<file path="config.mk">
export PLATFORM = sky130hd
export DESIGN_NAME = fetch_unit
export DESIGN_NICKNAME = d
export VERILOG_FILES = /design/src/rtl/fetch_pkg.sv /design/src/rtl/fetch_perf_ctr.sv /design/src/rtl/fetch_unit.sv
export SDC_FILE = /design/constraint.sdc
export NUM_CORES = 1
export LEC_CHECK = 0
export CAP_MARGIN = 10
export CELL_PAD_IN_SITES_DETAIL_PLACEMENT = 1
export CELL_PAD_IN_SITES_GLOBAL_PLACEMENT = 1
export CORE_MARGIN = 3
export CORE_UTILIZATION = 32
export DETAILED_ROUTE_END_ITERATION = 16
export PLACE_DENSITY_LB_ADDON = 0.1
export SLEW_MARGIN = 20
export SYNTH_ARGS = -nofsm -noshare
export SYNTH_HDL_FRONTEND = slang
export SYNTH_SLANG_ARGS = --single-unit
export TNS_END_PERCENT = 10
</file>
<file path="constraint.sdc">
create_clock -name clk -period 2 [get_ports clk]
set_input_delay 0.3 -clock clk [delete_from_list [all_inputs] [get_ports clk]]
set_output_delay 0.3 -clock clk [all_outputs]
set_load 0.01 [all_outputs]
</file>
<file path="src/rtl/fetch_pkg.sv">
// Shared definitions for the instruction-fetch stage: FSM encoding and width/reset defaults.
package fetch_pkg;

    typedef enum logic [2:0] {
        BOOT  = 3'd0,
        IDLE  = 3'd1,
        REQ   = 3'd2,
        HOLD  = 3'd3,
        DRAIN = 3'd4
    } fetch_state_t;

    localparam int          FETCH_ADDR_W   = 32;
    localparam int          FETCH_DATA_W   = 32;
    localparam logic [31:0] FETCH_RESET_PC = 32'h0000_0000;

    // Instruction words are 4-byte aligned; anything else is faulted locally.
    function automatic logic is_misaligned(input logic [1:0] low_bits);
        return low_bits != 2'b00;
    endfunction

endpackage

</file>
<file path="src/rtl/fetch_perf_ctr.sv">
// Fetch performance counters (memory stall cycles, delivered instructions).
// Only compiled into the design when FETCH_PERF_CNT_EN is defined.
`ifdef FETCH_PERF_CNT_EN
module fetch_perf_ctr (
    input  logic        clk,
    input  logic        reset,
    input  logic        stall,
    input  logic        handshake,
    output logic [31:0] stall_cycles,
    output logic [31:0] fetch_count
);

    always_ff @(posedge clk) begin
        if (reset) begin
            stall_cycles <= 32'd0;
            fetch_count  <= 32'd0;
        end else begin
            if (stall) begin
                stall_cycles <= stall_cycles + 32'd1;
            end
            if (handshake) begin
                fetch_count <= fetch_count + 32'd1;
            end
        end
    end

endmodule
`endif

</file>
<file path="src/rtl/fetch_unit.sv">
// Instruction-fetch stage: req/ack memory read, instruction register, decode handshake, redirects.
// Optional counters enabled with FETCH_PERF_CNT_EN; otherwise stall_cycles/fetch_count read 0.
module fetch_unit
    import fetch_pkg::*;
#(
    parameter int                ADDR_W   = FETCH_ADDR_W,
    parameter int                DATA_W   = FETCH_DATA_W,
    parameter logic [ADDR_W-1:0] RESET_PC = ADDR_W'(FETCH_RESET_PC)
) (
    input  logic              clk,
    input  logic              reset,
    input  logic [ADDR_W-1:0] pc_in,
    input  logic              pc_valid,
    input  logic              redirect,
    output logic              fetch_busy,
    output logic              imem_req,
    output logic [ADDR_W-1:0] imem_addr,
    input  logic              imem_ack,
    input  logic [DATA_W-1:0] imem_rdata,
    input  logic              imem_err,
    output logic [DATA_W-1:0] instr_out,
    output logic [ADDR_W-1:0] instr_pc,
    output logic              instr_fault,
    output logic              instr_valid,
    input  logic              instr_ready,
    output logic [31:0]       stall_cycles,
    output logic [31:0]       fetch_count
);

    fetch_state_t      state, state_nx;
    logic [ADDR_W-1:0] addr_q, addr_nx;
    logic [ADDR_W-1:0] tgt_q, tgt_nx;
    logic [ADDR_W-1:0] pc_q, pc_nx;
    logic [DATA_W-1:0] instr_q, instr_nx;
    logic              fault_q, fault_nx;
    logic              valid_q, valid_nx;
    logic              launch;
    logic [ADDR_W-1:0] launch_addr;

    always_ff @(posedge clk) begin
        if (reset) begin
            state   <= BOOT;
            addr_q  <= '0;
            tgt_q   <= '0;
            pc_q    <= '0;
            instr_q <= '0;
            fault_q <= 1'b0;
            valid_q <= 1'b0;
        end else begin
            state   <= state_nx;
            addr_q  <= addr_nx;
            tgt_q   <= tgt_nx;
            pc_q    <= pc_nx;
            instr_q <= instr_nx;
            fault_q <= fault_nx;
            valid_q <= valid_nx;
        end
    end

    // Every path that starts a new fetch goes through 'launch' so the
    // misalignment short-circuit lives in one place.
    always_comb begin
        state_nx    = state;
        addr_nx     = addr_q;
        tgt_nx      = tgt_q;
        pc_nx       = pc_q;
        instr_nx    = instr_q;
        fault_nx    = fault_q;
        valid_nx    = valid_q;
        launch      = 1'b0;
        launch_addr = pc_in;

        case (state)
            BOOT: begin
                launch      = 1'b1;
                launch_addr = redirect ? pc_in : RESET_PC;
            end
            IDLE: begin
                launch = redirect || pc_valid;
            end
            REQ: begin
                if (imem_ack && !redirect) begin
                    instr_nx = imem_rdata;
                    pc_nx    = addr_q;
                    fault_nx = imem_err;
                    valid_nx = 1'b1;
                    state_nx = HOLD;
                end else if (imem_ack) begin
                    launch = 1'b1;
                end else if (redirect) begin
                    tgt_nx   = pc_in;
                    state_nx = DRAIN;
                end
            end
            DRAIN: begin
                // The old request must complete before the target can be issued.
                if (imem_ack) begin
                    launch      = 1'b1;
                    launch_addr = redirect ? pc_in : tgt_q;
                end else if (redirect) begin
                    tgt_nx = pc_in;
                end
            end
            HOLD: begin
                if (redirect || (instr_ready && pc_valid)) begin
                    launch = 1'b1;
                end else if (instr_ready) begin
                    valid_nx = 1'b0;
                    state_nx = IDLE;
                end
            end
            default: begin
                state_nx = BOOT;
            end
        endcase

        if (launch) begin
            if (is_misaligned(launch_addr[1:0])) begin
                state_nx = HOLD;
                instr_nx = '0;
                pc_nx    = launch_addr;
                fault_nx = 1'b1;
                valid_nx = 1'b1;
            end else begin
                state_nx = REQ;
                addr_nx  = launch_addr;
                valid_nx = 1'b0;
            end
        end
    end

    assign imem_req    = !reset && (state == REQ || state == DRAIN);
    assign imem_addr   = addr_q;
    assign fetch_busy  = reset || (state == BOOT) || (state == REQ) || (state == DRAIN)
                         || (state == HOLD && !instr_ready);
    assign instr_out   = instr_q;
    assign instr_pc    = pc_q;
    assign instr_fault = fault_q;
    assign instr_valid = valid_q;

`ifdef FETCH_PERF_CNT_EN
    logic stall_evt;
    logic hs_evt;

    assign stall_evt = imem_req && !imem_ack;
    assign hs_evt    = valid_q && instr_ready;

    fetch_perf_ctr u_perf (
        .clk          (clk),
        .reset        (reset),
        .stall        (stall_evt),
        .handshake    (hs_evt),
        .stall_cycles (stall_cycles),
        .fetch_count  (fetch_count)
    );
`else
    assign stall_cycles = 32'd0;
    assign fetch_count  = 32'd0;
`endif

endmodule

</file>
# --- Word-level counts from Yosys, hierarchy flattened ---
# Cells that the tools add are included.
totals:
  wordCells: 79
  input_bits: 71
  reg_bits: 133
op_classes:
  n_mux: 37
  reduce_logical: 23
  bitwise_logic: 1
  n_eq_ne: 11
ops:
  columns: ["op", "n"]
  rows:
  - ["$mux 32", 13]
  - ["$pmux 32 s2", 2]
  - ["$mux 3", 6]
  - ["$mux 1", 13]
  - ["$ne 3x3->1 const B", 3]
  - ["$pmux 3 s3", 1]
  - ["$ne 4x4->1 const B", 2]
  - ["$logic_or 1x1->1", 7]
  - ["$eq 3x2->1 const B", 2]
  - ["$pmux 1 s5", 1]
  - ["$reduce_and 5->1", 1]
  - ["$logic_and 1x1->1", 4]
  - ["$reduce_and 2->1", 2]
  - ["$reduce_and 4->1", 1]
  - ["$reduce_bool 2->1", 2]
  - ["$eq 3x1->1 const B", 1]
  - ["$eq 3x3->1 const B", 1]
  - ["$logic_not 1->1", 3]
  - ["$logic_not 3->1", 1]
  - ["$reduce_bool 3->1", 1]
  - ["$reduce_or 3->1", 1]
  - ["$ne 2x1->1 const B", 1]
  - ["$ne 2x2->1 const B", 1]
  - ["$pmux 1 s2", 1]
  - ["$not 1->1", 1]

# --- Longest topological paths before layout ---
depth:
  depth_word: 6
  depth_mapped: 8

# --- Worst setup path before layout ---
# OpenSTA, ideal clock, no wires.
synth_path:
  path_type: "register -> register"
  startpoint: "reg state[0]"
  endpoint: "reg pc_q[23], in the netlist instr_pc[23]"
  arrival_time_ns: 1.628
  stages_incl_launch_ff: 9
  slack_ns: 0.234
  setup_time_ns: 0.139
  n_path_buf: 3
  synth_period_minus_slack_ns: 1.766
  cell_sequence: "dfxtp_1 > buf_4 > inv_2 > o31a_1 > o221a_2 > buf_6 > buf_6 > nor3_1 > a211oi_2"
synth_between:
  elab_chain_cells: 5
  elab_cells_between_ends: 11
  classes_between: "4 x eq/ne; 5 x mux; 2 x reduce/logical"
synth_lines:
  columns: ["item", "line", "text"]
  rows:
  - ["from (decl)", "fetch_unit.sv:30", "fetch_state_t state, state_nx;"]
  - ["from (signal assigned)", "fetch_unit.sv:50", "state <= state_nx;"]
  - ["$eq 3x3->1 or $logic_not 3->1 (tied branches)", "fetch_unit.sv:73", "case (state)"]
  - ["$pmux 32 s2", "fetch_unit.sv:73", null]
  - ["$reduce_bool 2->1", "fetch_pkg.sv:18", "return low_bits != 2'b00;"]
  - ["$mux 32", "fetch_unit.sv:118", "if (is_misaligned(launch_addr[1:0])) begin"]
  - ["$mux 32 *", "fetch_unit.sv:117", "if (launch) begin"]
  - ["to (signal assigned)", "fetch_unit.sv:53", "pc_q <= pc_nx;"]
  - ["to (decl)", "fetch_unit.sv:33", "logic [ADDR_W-1:0] pc_q, pc_nx;"]
# Mark *: on every way between the ends. The rest lies on a longest branch, timed or not.
# A chain may end at the register's enable or synchronous reset.

# --- Final worst setup path ---
layout_path:
  startpoint: "reg state[0]"
  endpoint: "reg pc_q[14], in the netlist instr_pc[14]"
# The elaborated chain is that of the path after synthesis.

==> reports/metrics.cfg <==
[global_route]
met1_usage_pct=23.7
antenna_found_initial=0
grt_pass1_wl_um=33300
globalRouteMet2Util_pct=33.2
grt_max_degree=84
gr-usage-all-layers_pct=19.0
grt_use_met3_pct=4.10
grt_pass1_vias=6010
top_usage_layer=met2
gr-total-overflow=0

[synth]
ys.warnings.count=0
ys_seq_elements=133
ys_seq_area_share_pct=42.4
yosysTopAreaCell=dfxtp_1
ys_types=43
synth_edf_count=0
synthArstFlopShare_pct=0
syn_area_per_cell_um2=8.99
synthTopCellsByArea=dfxtp_1 (42%), mux2i_1 (11%), nor3_1 (10%)
syn_inst=699
netlist_area_um2=6280
synth_top_area_share_pct=42.4
synthFlopType=dfxtp_1

[detailed_routing]
ant_nets=0
wl_per_cell_um=17.8
vias_per_cell=4.92
drt-initial-drc-count=198
drt-pass1-iter-count=4
finalWirelength_um=20500
num_vias=5681
drc=0

[clock_tree]
cts_tree=yes
cts_buffer_depth=2
cts_hold_buf=0
htree_levels=4
cts_root_buf=clkbuf_16
numCtsBuffers=17
cts.sinks=133
clk_pin_slew_ps=60
clock_latency_ps=420

[cells_and_area]
multi_input_area_um2=3090
nNetsFinal=952
antenna_cells=0
seq_area_um2=2670
design_area_um2=9090
drive_gt1_share_pct=13.9
syn_to_final_growth_pct=44.7
fill_cells=2194

[job]
max-cap-violations=0

[sta]
tightest_slew_ps=962
timing.final.crit_period_ps=1920
final_hold_viol_count=0
rsz0062_at_grt=true
setup_viol=0
skew_ps=6.87
tns_ps=0
timing.final.crit_share_pct=96.0
drv_slew=0
slew_headroom_pct=35.9
fmax_mhz=521

[critical_path]
regToRegEndpoint=instr_pc[14]$_SDFF_PP0_
end_kind=flip-flop
startpoint_type=flip-flop
startpoint=state[0]$_SDFFE_PP0P_
crit_type=reg2reg
critPathMaxFanout=16
rr_startpoint=state[0]$_SDFFE_PP0P_
endpoint=instr_pc[14]$_SDFF_PP0_
r2r_setup_slack_ps=80
arrival_ps=2240
crit_required_ps=2320
reg2reg_depth=8

[place]
dpl.hpwl_um=14300
portBuffers=170
place_area_um2=8440
gp_congestion=0.773

[floorplanning]
dieArea_um2=21400
io_pins=235
die_h_um=146
num_rows=50
initial_utilization_pct=33.0
core_um2=19000
die_w_um=146

[worst_hold_path]
hold_path_class=reg2reg

[pwr]
power.leakage_nw=3.21
cellPowerDensity_nw_per_um2=1330
ir_drop_uv=639

[outcome]
status=complete, no violations

-- state kept, by name (all words and copies together) (netlist names) --
name,count
imem_addr,32
instr_out,32
instr_pc,32
tgt_q,32
state,3
instr_fault,1
instr_valid,1
-- timing repair --
action,in CTS,in global routing
endpoints found under the setup margin,3,22
setup buffers,0,1
resized for setup,8,7
pin swaps,0,1
-- where the power goes --
| part | leakage (nW) | internal [W] | switching [W] |
|---|---|---|---|
| Clock | 0.292 | 0.00198 | 0.00124 |
| Combinational | 1.83 | 0.00258 | 0.00263 |
| Sequential | 1.09 | 0.00325 | 0.000446 |
-- layout by cell type, fill, tap and decap left out, types with 3 or more instances in the layout --
cell type        count
a211oi_2             9
inv_6                4
clkdlybuf4s50_1    167
clkinv_4             3
o21ai_0              4
buf_12              20
mux2i_1             66
nand3_1              3
nor2_1               3
a21oi_1             68
dfxtp_1            130
nor2_4               3
conb_1              64
buf_4               37
a211oi_1            22
dfxtp_2              3
or2_2                3
clkbuf_16           17
a22o_1              30
inv_1                3
nor3_1             125
nand2_1             68
bufinv_16            3
-- worst min-delay path by stage --
stage | from | to | cells past startpoint | slack, ps
6_report | tgt_q[5]$_SDFFE_PP0P_ | tgt_q[5]$_SDFFE_PP0P_ | 2 | 460
5_1_grt | tgt_q[5]$_SDFFE_PP0P_ | tgt_q[5]$_SDFFE_PP0P_ | 2 | 480
4_1_cts | pc_in[12] | tgt_q[12]$_SDFFE_PP0P_ | 3 | 450
3_5_place_dp | tgt_q[5]$_SDFFE_PP0P_ | tgt_q[5]$_SDFFE_PP0P_ | 2 | 450
3_3_place_gp | tgt_q[30]$_SDFFE_PP0P_ | tgt_q[30]$_SDFFE_PP0P_ | 2 | 440
2_1_floorplan | pc_in[10] | tgt_q[10]$_SDFFE_PP0P_ | 2 | 440
-- stage by stage --
stage | util, % | std cells | power [W] | hold WS, ps | setup slack, ps
2_1_floorplan | - | 762 | 0.00647 | 436 | 234
3_3_place_gp | 44.4 | 1121 | 0.00880 | 441 | -242
3_5_place_dp | 44.4 | 1121 | 0.00893 | 446 | -327
4_1_cts | 47.6 | 1153 | 0.0122 | 448 | -6.38
5_1_grt | 47.8 | 1154 | 0.0129 | 478 | -19.3
6_report | 47.8 | 1154 | 0.0121 | 455 | 79.2
-- worst max-delay path: stages, from the launching register on --
cell      delay, ps
dfxtp_2         370
buf_4           160
nand4b_1        160
o31a_1          140
buf_4           150
o221ai_4        280
o21ai_4         140
buf_12          180
a211oi_1        240
-- metal layers --
| layer | up-vias | routed length (µm) | part of all wire, % |
|---|---|---|---|
| met5 | - | 0 | 0 |
| met4 | 0 | 242 | 1.2 |
| met3 | 21 | 866 | 4.2 |
| met2 | 162 | 10200 | 50 |
| met1 | 2753 | 9240 | 45 |
| li1 | 2745 | - | - |
-- cell families after synthesis --
family | synth area share [%]
AOI/OAI and AO/OA | 16.8
buffers and inverters | 13.5
DFF | 42.4
muxes | 10.9
other | 0.0597
and+or+nand+nor | 16.4
-- cell usage after synthesis, types with 5 or more instances --
cell type / n
nand2_1: 68
buf_2: 29
buf_6: 6
nor3_1: 125
clkbuf_1: 22
nor2_1: 5
mux2i_1: 66
buf_4: 71
a211oi_2: 8
a22o_1: 30
dfxtp_1: 133
a21oi_1: 68
a211oi_1: 23
-- cell type report --
cell class              instances  share of cell area (%)
well taps                     260                    3.58
clock buffers                  18                    4.72
multi-input cells             496                    33.9
clock inverters                14                    1.94
inverters                       5                   0.206
repair buffers                228                    26.3
flip-flops and latches        133                    29.3
No activity file was read; power rests on OpenSTA's default activity.
